<file path="config.mk">
export PLATFORM = sky130hd
export DESIGN_NAME = sev_seg_scanner
export DESIGN_NICKNAME = d
export VERILOG_FILES = /design/src/rtl/sev_seg_scanner.sv
export SDC_FILE = /design/constraint.sdc
export NUM_CORES = 1
export LEC_CHECK = 0
export BUFFER_PORTS_ARGS = -buffer_cell sky130_fd_sc_hd__buf_2
export CAP_MARGIN = 0
export CELL_PAD_IN_SITES_DETAIL_PLACEMENT = 0
export CELL_PAD_IN_SITES_GLOBAL_PLACEMENT = 1
export CORE_UTILIZATION = 30
export DETAILED_ROUTE_END_ITERATION = 8
export PLACE_DENSITY_LB_ADDON = 0.12
export SETUP_SLACK_MARGIN = 0.15
export SLEW_MARGIN = 20
export SYNTH_ARGS = -nofsm -noshare
export SYNTH_HDL_FRONTEND = slang
export SYNTH_SLANG_ARGS = --single-unit
</file>
<file path="constraint.sdc">
create_clock -name clk_1ms -period 4.9 [get_ports clk_1ms]
set_input_delay 0.245 -clock clk_1ms [delete_from_list [all_inputs] [get_ports clk_1ms]]
set_output_delay 0.245 -clock clk_1ms [all_outputs]
set_load 0.01 [all_outputs]
</file>
<file path="src/rtl/sev_seg_scanner.sv">
// Binary-to-BCD display driver for an 8-digit seven-segment display.
// A sequential double-dabble engine converts a 27-bit amount; the scanner continuously cycles through the committed digits.
module sev_seg_scanner #(
    parameter int SCAN_DIV = 1
) (
    input  logic        clk_1ms,
    input  logic        rst,
    input  logic [26:0] amount,
    input  logic        load,
    input  logic        blank_lz,
    output logic        busy,
    output logic        overflow,
    output logic [3:0]  LED_Select,
    output logic [3:0]  LED_BCD
);
    typedef enum logic [1:0] {IDLE, CONVERT, COMMIT} state_t;

    localparam logic [26:0] MAX_AMOUNT = 27'd99_999_999;
    localparam logic [4:0]  LAST_ITER  = 5'd26;
    localparam logic [7:0]  DIV_LAST   = 8'(SCAN_DIV - 1);

    state_t      state_q, state_d;
    logic [26:0] bin_q, bin_d;
    logic [31:0] bcd_q, bcd_d;
    logic [4:0]  iter_q, iter_d;
    logic        busy_q, busy_d;
    logic        ovf_q, ovf_d;
    logic [31:0] digits_q, digits_d;
    logic [7:0]  div_q, div_d;
    logic [2:0]  sel_q, sel_d;
    logic [3:0]  led_bcd_q, led_bcd_d;

    logic [31:0] bcd_adj;
    logic [8:0]  zero_from;
    logic [3:0]  disp [8];
    logic [2:0]  sel_next;

    // zero_from[i] is set when committed digits i..7 are all zero.
    assign zero_from[8] = 1'b1;

    generate
        for (genvar gi = 0; gi < 8; gi++) begin : g_digit
            assign bcd_adj[gi*4 +: 4] = (bcd_q[gi*4 +: 4] >= 4'd5) ?
                                        bcd_q[gi*4 +: 4] + 4'd3 : bcd_q[gi*4 +: 4];
            assign zero_from[gi] = (digits_q[gi*4 +: 4] == 4'd0) && zero_from[gi+1];
            if (gi == 0) begin : g_lsd
                assign disp[gi] = digits_q[3:0];
            end else begin : g_upper
                assign disp[gi] = (blank_lz && zero_from[gi]) ? 4'hF : digits_q[gi*4 +: 4];
            end
        end
    endgenerate

    assign sel_next = sel_q + 3'd1;

    always_comb begin
        state_d   = state_q;
        bin_d     = bin_q;
        bcd_d     = bcd_q;
        iter_d    = iter_q;
        ovf_d     = ovf_q;
        digits_d  = digits_q;
        div_d     = div_q;
        sel_d     = sel_q;
        led_bcd_d = led_bcd_q;

        case (state_q)
            IDLE: begin
                if (load) begin
                    ovf_d   = (amount > MAX_AMOUNT);
                    bin_d   = (amount > MAX_AMOUNT) ? MAX_AMOUNT : amount;
                    bcd_d   = 32'd0;
                    iter_d  = 5'd0;
                    state_d = CONVERT;
                end
            end
            CONVERT: begin
                {bcd_d, bin_d} = {bcd_adj, bin_q} << 1;
                iter_d = iter_q + 5'd1;
                if (iter_q == LAST_ITER) begin
                    state_d = COMMIT;
                end
            end
            COMMIT: begin
                digits_d = bcd_q;
                state_d  = IDLE;
            end
            default: state_d = IDLE;
        endcase

        busy_d = (state_d != IDLE);

        // Select and code advance together so the pair is always consistent.
        if (div_q == DIV_LAST) begin
            div_d     = 8'd0;
            sel_d     = sel_next;
            led_bcd_d = disp[sel_next];
        end else begin
            div_d = div_q + 8'd1;
        end
    end

    always_ff @(posedge clk_1ms) begin
        if (rst) begin
            state_q   <= IDLE;
            bin_q     <= 27'd0;
            bcd_q     <= 32'd0;
            iter_q    <= 5'd0;
            busy_q    <= 1'b0;
            ovf_q     <= 1'b0;
            digits_q  <= 32'd0;
            div_q     <= 8'd0;
            sel_q     <= 3'd0;
            led_bcd_q <= 4'd0;
        end else begin
            state_q   <= state_d;
            bin_q     <= bin_d;
            bcd_q     <= bcd_d;
            iter_q    <= iter_d;
            busy_q    <= busy_d;
            ovf_q     <= ovf_d;
            digits_q  <= digits_d;
            div_q     <= div_d;
            sel_q     <= sel_d;
            led_bcd_q <= led_bcd_d;
        end
    end

    assign busy       = busy_q;
    assign overflow   = ovf_q;
    assign LED_Select = {1'b0, sel_q};
    assign LED_BCD    = led_bcd_q;
endmodule

</file>
==> out/qor.yml, run 1 <==
pwr:
  p_per_area_nw_per_um2: 386
  p_leak_nw: 2.47
  ir_worst_vdd_uv: 268
layout:
  layout.nets: 754
  stdcell_area_sq_um: 6480
  fillers: 1813
  layout-drive-gt1-share_pct: 13.8
  insertedDiodeCount: 0
  finalNonFillerCells: 940
  area_growth_syn_to_layout_pct: 18.7
placement:
  placed_cells: 908
  place.port_buffers: 39
  place_congestion: 0.751
  post_dp_cell_area_sq_um: 5840
  post-place-ws_ns: 2.52
  post-dp-hpwl_um: 9050
sta:
  drv_slew: 0
  fin_ws_ns: 2.66
  period_needed_ns: 2.24
  fin_skew_ns: 0.00576
  hold_violations: 0
  setup-tns-final_ns: 0
  max-slew-margin-rel_pct: 41.8
  finalCritPeriodShare_pct: 45.8
  setup_viol_count_final: 0
  fmax_mhz: 446
  rsz0062_at_grt: "false"
  worst_pin_slew_ns: 0.874
  hold_ws_ns: 0.0394
drt:
  wl_per_cell_um: 14.5
  vias_per_cell: 5.03
  dr.pass1.iters: 4
  routed_wirelength_um: 13700
  drc: 0
  num_vias: 4725
  initialDrtViolationCount: 251
  drt.antenna.violating_nets: 0
cts:
  cts.reportedPaths.clkPinSlew_ns: 0.05
  postCtsHoldBufs: 0
  post_cts_buffers: 0
  cts_buffers: 17
  ctsResizeCount: 0
  cts.path.max_buffers: 2
  cts_sinks: 115
  htreeDepth: 4
  clkLatencyLatePin_ns: 0.42
  cts_tree: "done"
  clockRootBuffer: "clkbuf_16"
die:
  core-area_sq_um: 17500
  start_util_pct: 31.1
  io_pins: 41
  die_height_um: 137
  die_w_um: 137
  dieArea_sq_um: 18700
  rows: 48
logic_synthesis:
  syn-num-nets: 730
  synth_cell_types: 50
  ys.flop_type: "dfxtp_1"
  synthTopCellsByCount: "115 x dfxtp_1, 89 x nand2_1, 79 x a21oi_1"
  synth_seq_cells: 115
  synthTopCellsByArea: "dfxtp_1 42%, a21oi_1 7.2%, nand2_1 6.1%, nor2_1 4.9%, ha_1 4.8%"
  yosys_warnings: 0
  ys_async_sr_fraction_pct: 0
  synth_edf_count: 0
  synth_top_area_share_pct: 42.2
  yosysMostFrequentCell: "dfxtp_1"
  avgSynthCellArea_sq_um: 8.05
  synth_top_area_cell: "dfxtp_1"
  ys_seq_area_share_pct: 42.2
  netlist_instances: 678
  syn_area_sq_um: 5460
flow_run:
  maxCapViolations: 0
grt:
  antenna_found_initial: 0
  grt_pass1_wl_um: 23000
  track_usage_pct: 15.8
  grt_pass1_vias: 4670
  grt-ovfl-total: 0
  grt_max_degree: 44
run_status:
  outcome: "completed"
worst_setup_path:
  crit_chain: "nor4_2, nand3_1, or4b_4, or3_1, o211ai_2"
  cp.required_ns: 5.24
  cp-start-kind: "flop"
  worst-setup-path-type: "reg2reg"
  cp_slowest_cell: "or4b_4"
  cp-end-kind: "flop"
  crit_path_max_fanout: 11
  cpPeakStageDelay_ns: 0.66
  crit_arrival_ns: 2.59
worst_hold_path:
  min_path_type: "in2reg"
## registers in the layout (all words and copies together), names as in the netlist
name      cells
busy          1
bin_q        27
div_q         8
overflow      1
digits_q     32
sel_q         3
bcd_q        32
LED_BCD       4
iter_q        5
state_q       2
## final timing paths
kind | start | end | slack [ns] | cells after the start
worst max-delay path | div_q[5]$_SDFF_PP0_ | LED_BCD[3]$_SDFFE_PP0P_ | 2.66 | 5
worst min-delay path | amount[12] | bin_q[12]$_SDFFE_PP0P_ | 0.04 | 2
worst max register to register | div_q[5]$_SDFF_PP0_ | LED_BCD[3]$_SDFFE_PP0P_ | 2.66 | 5
worst min register to register | bin_q[5]$_SDFFE_PP0P_ | bin_q[5]$_SDFFE_PP0P_ | 0.45 | 1
## where the power goes
part | internal, mW | switching, mW | leakage, nW
Clock | 0.900 | 0.441 | 0.316
Sequential | 0.967 | 0.0217 | 0.934
Combinational | 0.0641 | 0.108 | 1.22
Total | 1.93 | 0.571 | 2.47
## metal layers
metal  wire (um)  share of wire, %  global-route usage, %
met5           0                 0                      0
met4         184               1.3                   5.74
met3         497               3.6                   4.22
met2        6270                46                   25.8
met1        6720                49                   20.0
## cell type report
cell class	count	area [sq um]	share of cell area (%)
Clock inverter	10	153	2.35
Sequential cell	115	2300	35.5
Clock buffer	22	484	7.47
Multi-Input combinational cell	502	2940	45.4
Inverter	21	78.8	1.22
Timing Repair Buffer	45	240	3.71
Tap cell	225	282	4.34
## cells in the final DEF (no fill, tap or decap), drive strengths merged, types with 8 or more instances in the layout
| master | instances |
|---|---|
| a21o | 19 |
| a21oi | 79 |
| a22oi | 25 |
| buf | 45 |
| clkbuf | 22 |
| dfxtp | 115 |
| ha | 21 |
| inv | 21 |
| nand2 | 89 |
| nand2b | 13 |
| nand3 | 21 |
| nor2 | 71 |
| nor3 | 28 |
| nor4 | 8 |
| o21ai | 45 |
| o221ai | 8 |
| xnor2 | 10 |
| xor2 | 14 |
## through the flow
step	util, %	total power [mW]
finish	37.0	2.50
CTS	36.9	2.54
detailed placement	33.3	1.18
global route	37.0	2.60
floorplan	-	1.12
global placement	33.3	1.18
## critical path, delay by kind of cell (launching register included)
kind            cells  cell delay [ns]
flops               1             0.34
simple gates        4             1.78
compound gates      1             0.06
## logic make-up after synthesis
logic type	after synthesis	share of synthesized area, %
and+or+nand+nor	255	22.0
AOI/OAI and AO/OA	200	22.6
DFF	115	42.2
buffers and inverters	61	4.33
xor gates and xnor gates	24	3.85
adders and majority gates	21	4.81
other	1	0.0687
muxes	1	0.183
Power figures use the tool's default switching activity.
==> run 2, diff against run 1 <==
- ABC_AREA: unset -> 1
- clock period: 4.9 -> 2.1 ns (I/O delays scaled with it)
==> out/qor.yml, run 2 <==
run_status:
  outcome: "completed"
cts:
  cts.path.max_buffers: 2
  clkLatencyLatePin_ns: 0.41
  cts_sinks: 115
  cts_tree: "done"
  post_cts_buffers: 0
  cts.reportedPaths.clkPinSlew_ns: 0.05
  clockRootBuffer: "clkbuf_16"
  cts_buffers: 17
  htreeDepth: 4
worst_setup_path:
  crit_arrival_ns: 2.00
  cp_slowest_cell: "nor2_1"
  r2r-start: "state_q[1]$_SDFF_PP0_"
  worst-setup-path-type: "reg2reg"
  cp-end-kind: "flop"
  crit_start: "state_q[1]$_SDFF_PP0_"
  crit_chain: "inv_1, nand2_1, nor2_1, nor2_4, buf_4, a22o_1, o21a_1"
  cp-start-kind: "flop"
  crit_path_max_fanout: 17
  cpPeakStageDelay_ns: 0.40
  cp.required_ns: 2.41
placement:
  post_dp_cell_area_sq_um: 6250
  placed_cells: 1101
  place.port_buffers: 39
  post-place-ws_ns: 0.379
  place_congestion: 0.814
  post-dp-hpwl_um: 10300
grt:
  track_usage_pct: 16.5
  grt_pass1_wl_um: 25900
  grt_max_degree: 65
  grt_pass1_vias: 5184
  grt-ovfl-total: 0
  antenna_found_initial: 0
sta:
  max-slew-margin-rel_pct: 42.6
  fmax_mhz: 589
  hold_violations: 0
  setup_viol_count_final: 0
  setup-tns-final_ns: 0
  worst_pin_slew_ns: 0.859
  finalCritPeriodShare_pct: 80.8
  hold_ws_ns: 0.0253
  fin_ws_ns: 0.403
  fin_skew_ns: 0.00892
  period_needed_ns: 1.70
  drv_slew: 0
  rsz0062_at_grt: "false"
die:
  die_height_um: 141
  core-area_sq_um: 18800
  rows: 50
  dieArea_sq_um: 19900
  io_pins: 41
  die_w_um: 141
  start_util_pct: 30.8
logic_synthesis:
  synth_top_area_cell: "dfxtp_1"
  netlist_instances: 833
  synth_cell_types: 39
  ys_seq_area_share_pct: 39.7
  yosysMostFrequentCell: "nand2_1"
  synthTopCellsByCount: "137 x nand2_1, 124 x nor2_1, 115 x dfxtp_1"
  syn-num-nets: 885
  synth_edf_count: 0
  syn_area_sq_um: 5810
  yosys_warnings: 0
  ys.flop_type: "dfxtp_1"
  synthTopCellsByArea: "dfxtp_1 40%, nand2_1 8.9%, a21oi_1 8.4%, nor2_1 8.0%, o21ai_0 6.5%"
  ys_async_sr_fraction_pct: 0
  synth_top_area_share_pct: 39.7
  synth_seq_cells: 115
  avgSynthCellArea_sq_um: 6.97
layout:
  multi_input_area_sq_um: 3030
  layout-drive-gt1-share_pct: 10.8
  finalNonFillerCells: 1138
  stdcell_area_sq_um: 6940
  layout.nets: 918
  final_cell_mix: "137 x nand2_1, 123 x nor2_1, 115 x dfxtp_1, 97 x a21oi_1, 75 x o21ai_0"
  insertedDiodeCount: 0
  reg_top3: "bcd_q (32), digits_q (32), bin_q (27)"
  postLayoutCoreUtil_pct: 36.8
  area_growth_syn_to_layout_pct: 19.5
  seq_area_sq_um: 2300
  layout.cells.most_common: "nand2_1"
  fillers: 1998
drt:
  dr.pass1.iters: 5
  num_vias: 5360
  wl_per_cell_um: 13.3
  initialDrtViolationCount: 333
  routed_wirelength_um: 15100
  drc: 0
  vias_per_cell: 4.71
  drt.antenna.violating_nets: 0
worst_hold_path:
  min-delay-start: "amount[25]"
  min_path_type: "in2reg"
pwr:
  p_per_area_nw_per_um2: 871
  p_leak_nw: 2.78
  p_total_mw: 6.05
  ir_worst_vdd_uv: 529
flow_run:
  maxCapViolations: 0
## run 2: cell count changes after synthesis, moves of 10 or more
cell	delta
buf_2	+10
nor3_1	-23
nand2b_1	-12
a21oi_1	+18
inv_1	+53
nor2_1	+53
a21o_1	-19
nand4_1	+12
o21ai_0	+30
nand3_1	+31
nand2_1	+48
## run 2: cell families (layout without fill, tap and decap cells)
kind of cell	after synthesis	after routing	share of synthesized area, %
buffers and inverters	121	166	8.49
adders and majority gates	21	21	4.53
other	1	1	0.0646
AOI/OAI and AO/OA	211	211	19.6
DFF	115	115	39.7
and+or+nand+nor	355	355	26.3
xor gates and xnor gates	9	9	1.36
## run 2: worst max-delay path, delay by kind of cell (launching register included)
| kind | cells | cell delay (ns) |
|---|---|---|
| flops | 1 | 0.33 |
| buf+inv | 2 | 0.34 |
| compound gates | 2 | 0.37 |
| simple gates | 3 | 0.54 |
## run 2: routing by layer
| metal | up-vias | share of wire, % | global-route usage, % |
|---|---|---|---|
| met1 | 2444 | 51 | 22.3 |
| met4 | 0 | 0.91 | 5.09 |
| met3 | 11 | 3.3 | 3.84 |
| met5 | - | 0 | 0 |
| li1 | 2838 | - | - |
| met2 | 67 | 45 | 26.0 |
## run 2: cell type report
cell class                 count  area share (%)
inverter                      78            4.22
timing repair buffer          57            5.16
clock inverter                10            2.61
clock buffer                  21            6.49
sequential                   115            33.2
multi-input combinational    597            43.6
tap                          260            4.69
## run 2: report_power, final
group | internal (mW) | switching [mW] | total, mW
Combinational | 0.206 | 0.384 | 0.590
Sequential | 2.26 | 0.0484 | 2.31
Clock | 2.12 | 1.02 | 3.15
## run 2: path summary, 6_finish.rpt
check / endpoint / slack [ns] / cells after the start
min reg2reg: bin_q[20]$_SDFFE_PP0P_ / 0.47 / 2
min: bin_q[25]$_SDFFE_PP0P_ / 0.03 / 3
max reg2reg: bin_q[0]$_SDFFE_PP0P_ / 0.40 / 7
max: bin_q[0]$_SDFFE_PP0P_ / 0.40 / 7
## run 2: timing repair
action | in CTS | in global routing
hold buffers | 6 | 0
endpoints found under the hold margin | 6 | 0
setup endpoints to repair | 0 | 1
resized for setup | 0 | 1
